File: config.mk
export PLATFORM = sky130hd
export DESIGN_NAME = branch_resolve_unit
export DESIGN_NICKNAME = d
export VERILOG_FILES = /design/src/rtl/branch_resolve_unit.sv
export SDC_FILE = /design/constraint.sdc
export NUM_CORES = 1
export LEC_CHECK = 0
export BUFFER_PORTS_ARGS = -buffer_cell sky130_fd_sc_hd__buf_2
export CAP_MARGIN = 5
export CORE_ASPECT_RATIO = 1.1
export CORE_UTILIZATION = 58
export DETAILED_ROUTE_END_ITERATION = 8
export GPL_TIMING_DRIVEN = 1
export PLACE_DENSITY = 0.86
export SYNTH_ARGS = -nofsm -noshare
export SYNTH_HDL_FRONTEND = slang
export SYNTH_SLANG_ARGS = --single-unit
File: constraint.sdc
create_clock -name clk -period 5.5 [get_ports clk]
set_clock_uncertainty 0.2 [all_clocks]
set_input_delay 0.275 -clock clk [delete_from_list [all_inputs] [get_ports clk]]
set_output_delay 0.275 -clock clk [all_outputs]
set_load 0.02 [all_outputs]
File: src/rtl/branch_resolve_unit.sv
// Branch resolution: carries gshare metadata ID->EX->MEM, evaluates the
// condition in EX and emits the predictor update, flush and redirect in MEM.
module branch_resolve_unit (
    input  logic        clk,
    input  logic        rst,
    input  logic        stall,
    input  logic        id_valid,
    input  logic        id_is_branch,
    input  logic        id_pred_taken,
    input  logic [2:0]  id_pht_index,
    input  logic [31:0] id_pc,
    input  logic [31:0] id_target,
    input  logic [2:0]  id_funct3,
    input  logic [31:0] ex_rs1,
    input  logic [31:0] ex_rs2,
    output logic        branch_resolved,
    output logic        actual_taken,
    output logic [2:0]  pht_indexMEM,
    output logic        mispredict,
    output logic        flush,
    output logic [31:0] redirect_pc,
    output logic [31:0] branch_count,
    output logic [31:0] mispredict_count
);

    logic        ex_valid_q, ex_valid_d;
    logic        ex_pred_q, ex_pred_d;
    logic [2:0]  ex_pht_q, ex_pht_d;
    logic [31:0] ex_pc_q, ex_pc_d;
    logic [31:0] ex_target_q, ex_target_d;
    logic [2:0]  ex_funct3_q, ex_funct3_d;

    logic        mem_valid_q, mem_valid_d;
    logic        mem_pred_q, mem_pred_d;
    logic [2:0]  mem_pht_q, mem_pht_d;
    logic [31:0] mem_pc_q, mem_pc_d;
    logic [31:0] mem_target_q, mem_target_d;
    logic        mem_taken_q, mem_taken_d;
    logic        mem_done_q, mem_done_d;

    logic [31:0] branch_count_q, branch_count_d;
    logic [31:0] mispredict_count_q, mispredict_count_d;

    logic        ex_taken;

    always_comb begin
        ex_taken = 1'b0;
        case (ex_funct3_q)
            3'b000:  ex_taken = (ex_rs1 == ex_rs2);
            3'b001:  ex_taken = (ex_rs1 != ex_rs2);
            3'b100:  ex_taken = ($signed(ex_rs1) < $signed(ex_rs2));
            3'b101:  ex_taken = ($signed(ex_rs1) >= $signed(ex_rs2));
            3'b110:  ex_taken = (ex_rs1 < ex_rs2);
            3'b111:  ex_taken = (ex_rs1 >= ex_rs2);
            default: ex_taken = 1'b0;
        endcase
    end

    assign branch_resolved  = mem_valid_q & ~mem_done_q;
    assign actual_taken     = mem_taken_q;
    assign pht_indexMEM     = mem_pht_q;
    assign mispredict       = branch_resolved & (mem_pred_q != mem_taken_q);
    assign flush            = mispredict;
    assign branch_count     = branch_count_q;
    assign mispredict_count = mispredict_count_q;

    // Gated to zero so the fetch mux sees a clean value when not redirecting.
    always_comb begin
        redirect_pc = 32'h0;
        if (branch_resolved)
            redirect_pc = mem_taken_q ? mem_target_q : mem_pc_q + 32'd4;
    end

    always_comb begin
        ex_valid_d   = ex_valid_q;
        ex_pred_d    = ex_pred_q;
        ex_pht_d     = ex_pht_q;
        ex_pc_d      = ex_pc_q;
        ex_target_d  = ex_target_q;
        ex_funct3_d  = ex_funct3_q;
        mem_valid_d  = mem_valid_q;
        mem_pred_d   = mem_pred_q;
        mem_pht_d    = mem_pht_q;
        mem_pc_d     = mem_pc_q;
        mem_target_d = mem_target_q;
        mem_taken_d  = mem_taken_q;
        mem_done_d   = mem_done_q;

        if (!stall) begin
            ex_valid_d   = id_valid & id_is_branch;
            ex_pred_d    = id_pred_taken;
            ex_pht_d     = id_pht_index;
            ex_pc_d      = id_pc;
            ex_target_d  = id_target;
            ex_funct3_d  = id_funct3;
            mem_valid_d  = ex_valid_q;
            mem_pred_d   = ex_pred_q;
            mem_pht_d    = ex_pht_q;
            mem_pc_d     = ex_pc_q;
            mem_target_d = ex_target_q;
            mem_taken_d  = ex_taken;
            mem_done_d   = 1'b0;
        end else if (branch_resolved) begin
            mem_done_d = 1'b1;
        end

        // Flush wins over stall; only the valid bits need clearing.
        if (flush) begin
            ex_valid_d  = 1'b0;
            mem_valid_d = 1'b0;
            mem_done_d  = 1'b0;
        end

        branch_count_d = branch_count_q;
        if (branch_resolved && branch_count_q != 32'hFFFF_FFFF)
            branch_count_d = branch_count_q + 32'd1;

        mispredict_count_d = mispredict_count_q;
        if (mispredict && mispredict_count_q != 32'hFFFF_FFFF)
            mispredict_count_d = mispredict_count_q + 32'd1;
    end

    always_ff @(posedge clk) begin
        if (rst) begin
            ex_valid_q         <= 1'b0;
            ex_pred_q          <= 1'b0;
            ex_pht_q           <= 3'd0;
            ex_pc_q            <= 32'h0;
            ex_target_q        <= 32'h0;
            ex_funct3_q        <= 3'd0;
            mem_valid_q        <= 1'b0;
            mem_pred_q         <= 1'b0;
            mem_pht_q          <= 3'd0;
            mem_pc_q           <= 32'h0;
            mem_target_q       <= 32'h0;
            mem_taken_q        <= 1'b0;
            mem_done_q         <= 1'b0;
            branch_count_q     <= 32'h0;
            mispredict_count_q <= 32'h0;
        end else begin
            ex_valid_q         <= ex_valid_d;
            ex_pred_q          <= ex_pred_d;
            ex_pht_q           <= ex_pht_d;
            ex_pc_q            <= ex_pc_d;
            ex_target_q        <= ex_target_d;
            ex_funct3_q        <= ex_funct3_d;
            mem_valid_q        <= mem_valid_d;
            mem_pred_q         <= mem_pred_d;
            mem_pht_q          <= mem_pht_d;
            mem_pc_q           <= mem_pc_d;
            mem_target_q       <= mem_target_d;
            mem_taken_q        <= mem_taken_d;
            mem_done_q         <= mem_done_d;
            branch_count_q     <= branch_count_d;
            mispredict_count_q <= mispredict_count_d;
        end
    end

endmodule

==> results.ini <==
[outcome]
status = complete, no violations

[power]
p_leak_uw = 0.00588
swShare_pct = 24.0
internal_power_uw = 2450
peakVddDrop_mv = 0.229
clockPowerShare_pct = 40.8
power.switching_uw = 772
p_per_area_nw_per_um2 = 257
seq_power_share_pct = 49.2
p_comb_share_pct = 10.0

[synthesis]
synth_edf_count = 0
synth_flop_cell = dfxtp_1
seq_area_frac_synth_pct = 41.9
yosysMostFrequentCell = nor2_1
synthArstFlopShare_pct = 0
yosys_warnings = 0
netlist.area_leader.share_pct = 41.9
synth_area_um2 = 9880
synthTopCellsByArea = dfxtp_1 (42%), mux2i_1 (16%), nor2_1 (10%)
yosys-top-cells-count = nor2_1 (269), dfxtp_1 (207), mux2i_1 (154), xor2_1 (48), nand2_1 (46)
syn_inst = 1110
ys_types = 62
yosys_register_bits = 207
synth_area_leader_cell = dfxtp_1
synth_nets = 1285
syn_avg_cell_area_um2 = 8.90

[critical_path]
r2r_setup_slack_ns = 2.76
arrival_ns = 3.04
crit_chain = ha_1, nand3_1, nor4_2, nand4_1, xor2_1, o21ai_0, and2_1, buf_2
cp.required_ns = 5.03
max_stage_delay_ns = 0.72
cp_slowest_cell = nor4_2
worstPathMaxFanout = 8
cp-start-kind = flop
crit_path_end_kind = output pin
path_class = reg -> out
rr_worst_depth = 8

[timing]
relSlewSlack_pct = 28.8
rsz0062_at_grt = false
fin_crit_ns = 3.52
finalCritPeriodShare_pct = 64.0
max_freq_ghz = 0.284
drv_slew = 0
final-hold-violation-count = 0
setup_violations = 0
setup-tns-final_ns = 0
worst_pin_slew_ns = 1.07

[global_routing]
grt_pass1_wl_mm = 40.3
grt_pass1_vias = 8564
grt_use_total_pct = 27.8
grt_max_degree = 134
antenna_found_initial = 0
overflow = 0

[finish]
drive_gt1_share_pct = 21.4
nNetsFinal = 1571
n_antenna_cell = 0
seq_area_um2 = 4150
fillers = 1149
syn2layout_area_growth_pct = 26.6
fin_util_pct = 75.9
multiInputGateArea_um2 = 5350

[cts]
clkLatencyLatePin_ns = 0.49
clock-sinks = 207
cts_tree = built
clkTransAtPathRegs_ns = 0.06
cts-resized-gates = 0
htree_levels = 1
cts_buffer_depth = 3
clockRootBuffer = clkbuf_16
cts_buffers = 21

[drt]
dr.pass1.iters = 5
wl_per_cell_um = 15.3
drc = 0
vias_per_cell = 5.41
wl_mm = 24.6
drt_iter0_drc = 484
via_count = 8738
ant_nets = 0

[hold_path]
hold_path.class = in -> reg
hold_depth = 5

[floorplanning]
die_h_um = 139
design.core.area_um2 = 16500
core.rowCount = 49
chipWidth_um = 126
initial_core_util_pct = 59.9
die_area_um2 = 17600
pin_count = 243

[run]
maxCapViolCount = 0

[placed_design]
numPortBuffers = 242
gp_congestion = 0.808
dpl.hpwl_mm = 16.3

-- area by class of cell --
type | count | area share (%)
multi-input cells | 804 | 42.8
flip-flops and latches | 207 | 33.1
repair buffers | 317 | 15.7
clock buffers | 28 | 4.57
well taps | 204 | 2.04
inverters | 45 | 1.35
clock inverters | 9 | 0.430
-- critical path, delay by kind of cell, from the launching register on --
kind / cells / cell delay (ns)
AND/OR/NAND/NOR: 4 / 1.27
flip-flops: 1 / 0.41
adder cells (fa/ha/maj): 1 / 0.22
buffers and inverters: 1 / 0.16
XOR/XNOR: 1 / 0.18
AO/OA/AOI/OAI: 1 / 0.32
-- flip-flops by register name, indices dropped and copies added (netlist names) --
name,flops
mem_done_q,1
branch_count,32
mem_valid_q,1
ex_funct3_q,3
ex_valid_q,1
actual_taken,1
ex_pred_q,1
mem_target_q,32
ex_pc_q,32
mispredict_count,32
ex_target_q,32
mem_pred_q,1
mem_pc_q,32
pht_indexMEM,3
ex_pht_q,3
-- logic make-up (layout without fill, tap and decap cells) --
group,after synthesis,in the layout,share of synthesized area [%]
AOI/OAI and AO/OA,76,76,5.27
xor gates and xnor gates,82,82,7.27
adders and majority gates,35,35,4.43
buffers and inverters,99,399,3.91
DFF,207,207,41.9
muxes,154,154,15.6
and+or+nand+nor,457,457,21.6
-- power by group through the flow --
stage | Combinational [µW] | Clock [µW] | Sequential (µW)
detailed placement | 277 | 0 | 1620
CTS | 319 | 1330 | 1580
global placement | 268 | 0 | 1610
floorplan | 191 | 0 | 1610
finish | 322 | 1310 | 1580
global route | 357 | 1400 | 1590
-- layer usage --
layer  wire (µm)  part of all wire, %  GRT usage (%)
met5           0                    0              0
met4         556                  2.3           8.50
met3        1330                  5.4           4.51
met2       12700                   52           52.4
met1       10000                   41           31.9
-- per-stage QoR --
step                total power [µW]  hold WS [ns]  instance area [µm²]  instances  setup WS (ns)
finish                          3220        0.0295                12500       1614           1.98
global route                    3340        0.0314                12500       1614           1.79
CTS                             3240        0.0145                12500       1614           1.99
detailed placement              1890         0.281                11200       1506           2.53
global placement                1880         0.269                11200       1506           2.59
floorplan                       1800         0.219                 9880       1110           2.99
-- cell usage in the layout (no fill, tap or decap), drive strengths merged, types with 2 or more instances in the layout --
cell type,instances
dfxtp,207
and4,14
nand3,40
a221oi,2
o21ai,15
nand4,26
o311ai,2
clkinvlp,2
clkinv,6
clkbuf,29
buf,245
dlygate4sd3,71
nor2b,2
nand2,46
a21oi,38
and2,4
inv,46
ha,35
nand2b,3
and3,16
mux2i,154
or3,9
a31oi,2
xnor2,34
nor2,269
xor2,48
nor3,20
nor4,5
a2111oi,3
-- path summary, 6_finish.rpt --
kind | to | startpoint
max | redirect_pc[20] | mem_pc_q[2]
min reg2reg | mem_pc_q[30] | mem_pc_q[30]
min | ex_valid_q | id_is_branch
max reg2reg | mispredict_count[5] | actual_taken
-- repair_timing --
action                    4_1_cts  5_1_grt
buffers inserted                0        0
hold buffers                   71        0
hold endpoints to repair       71        0
Power figures use the tool's default switching activity.
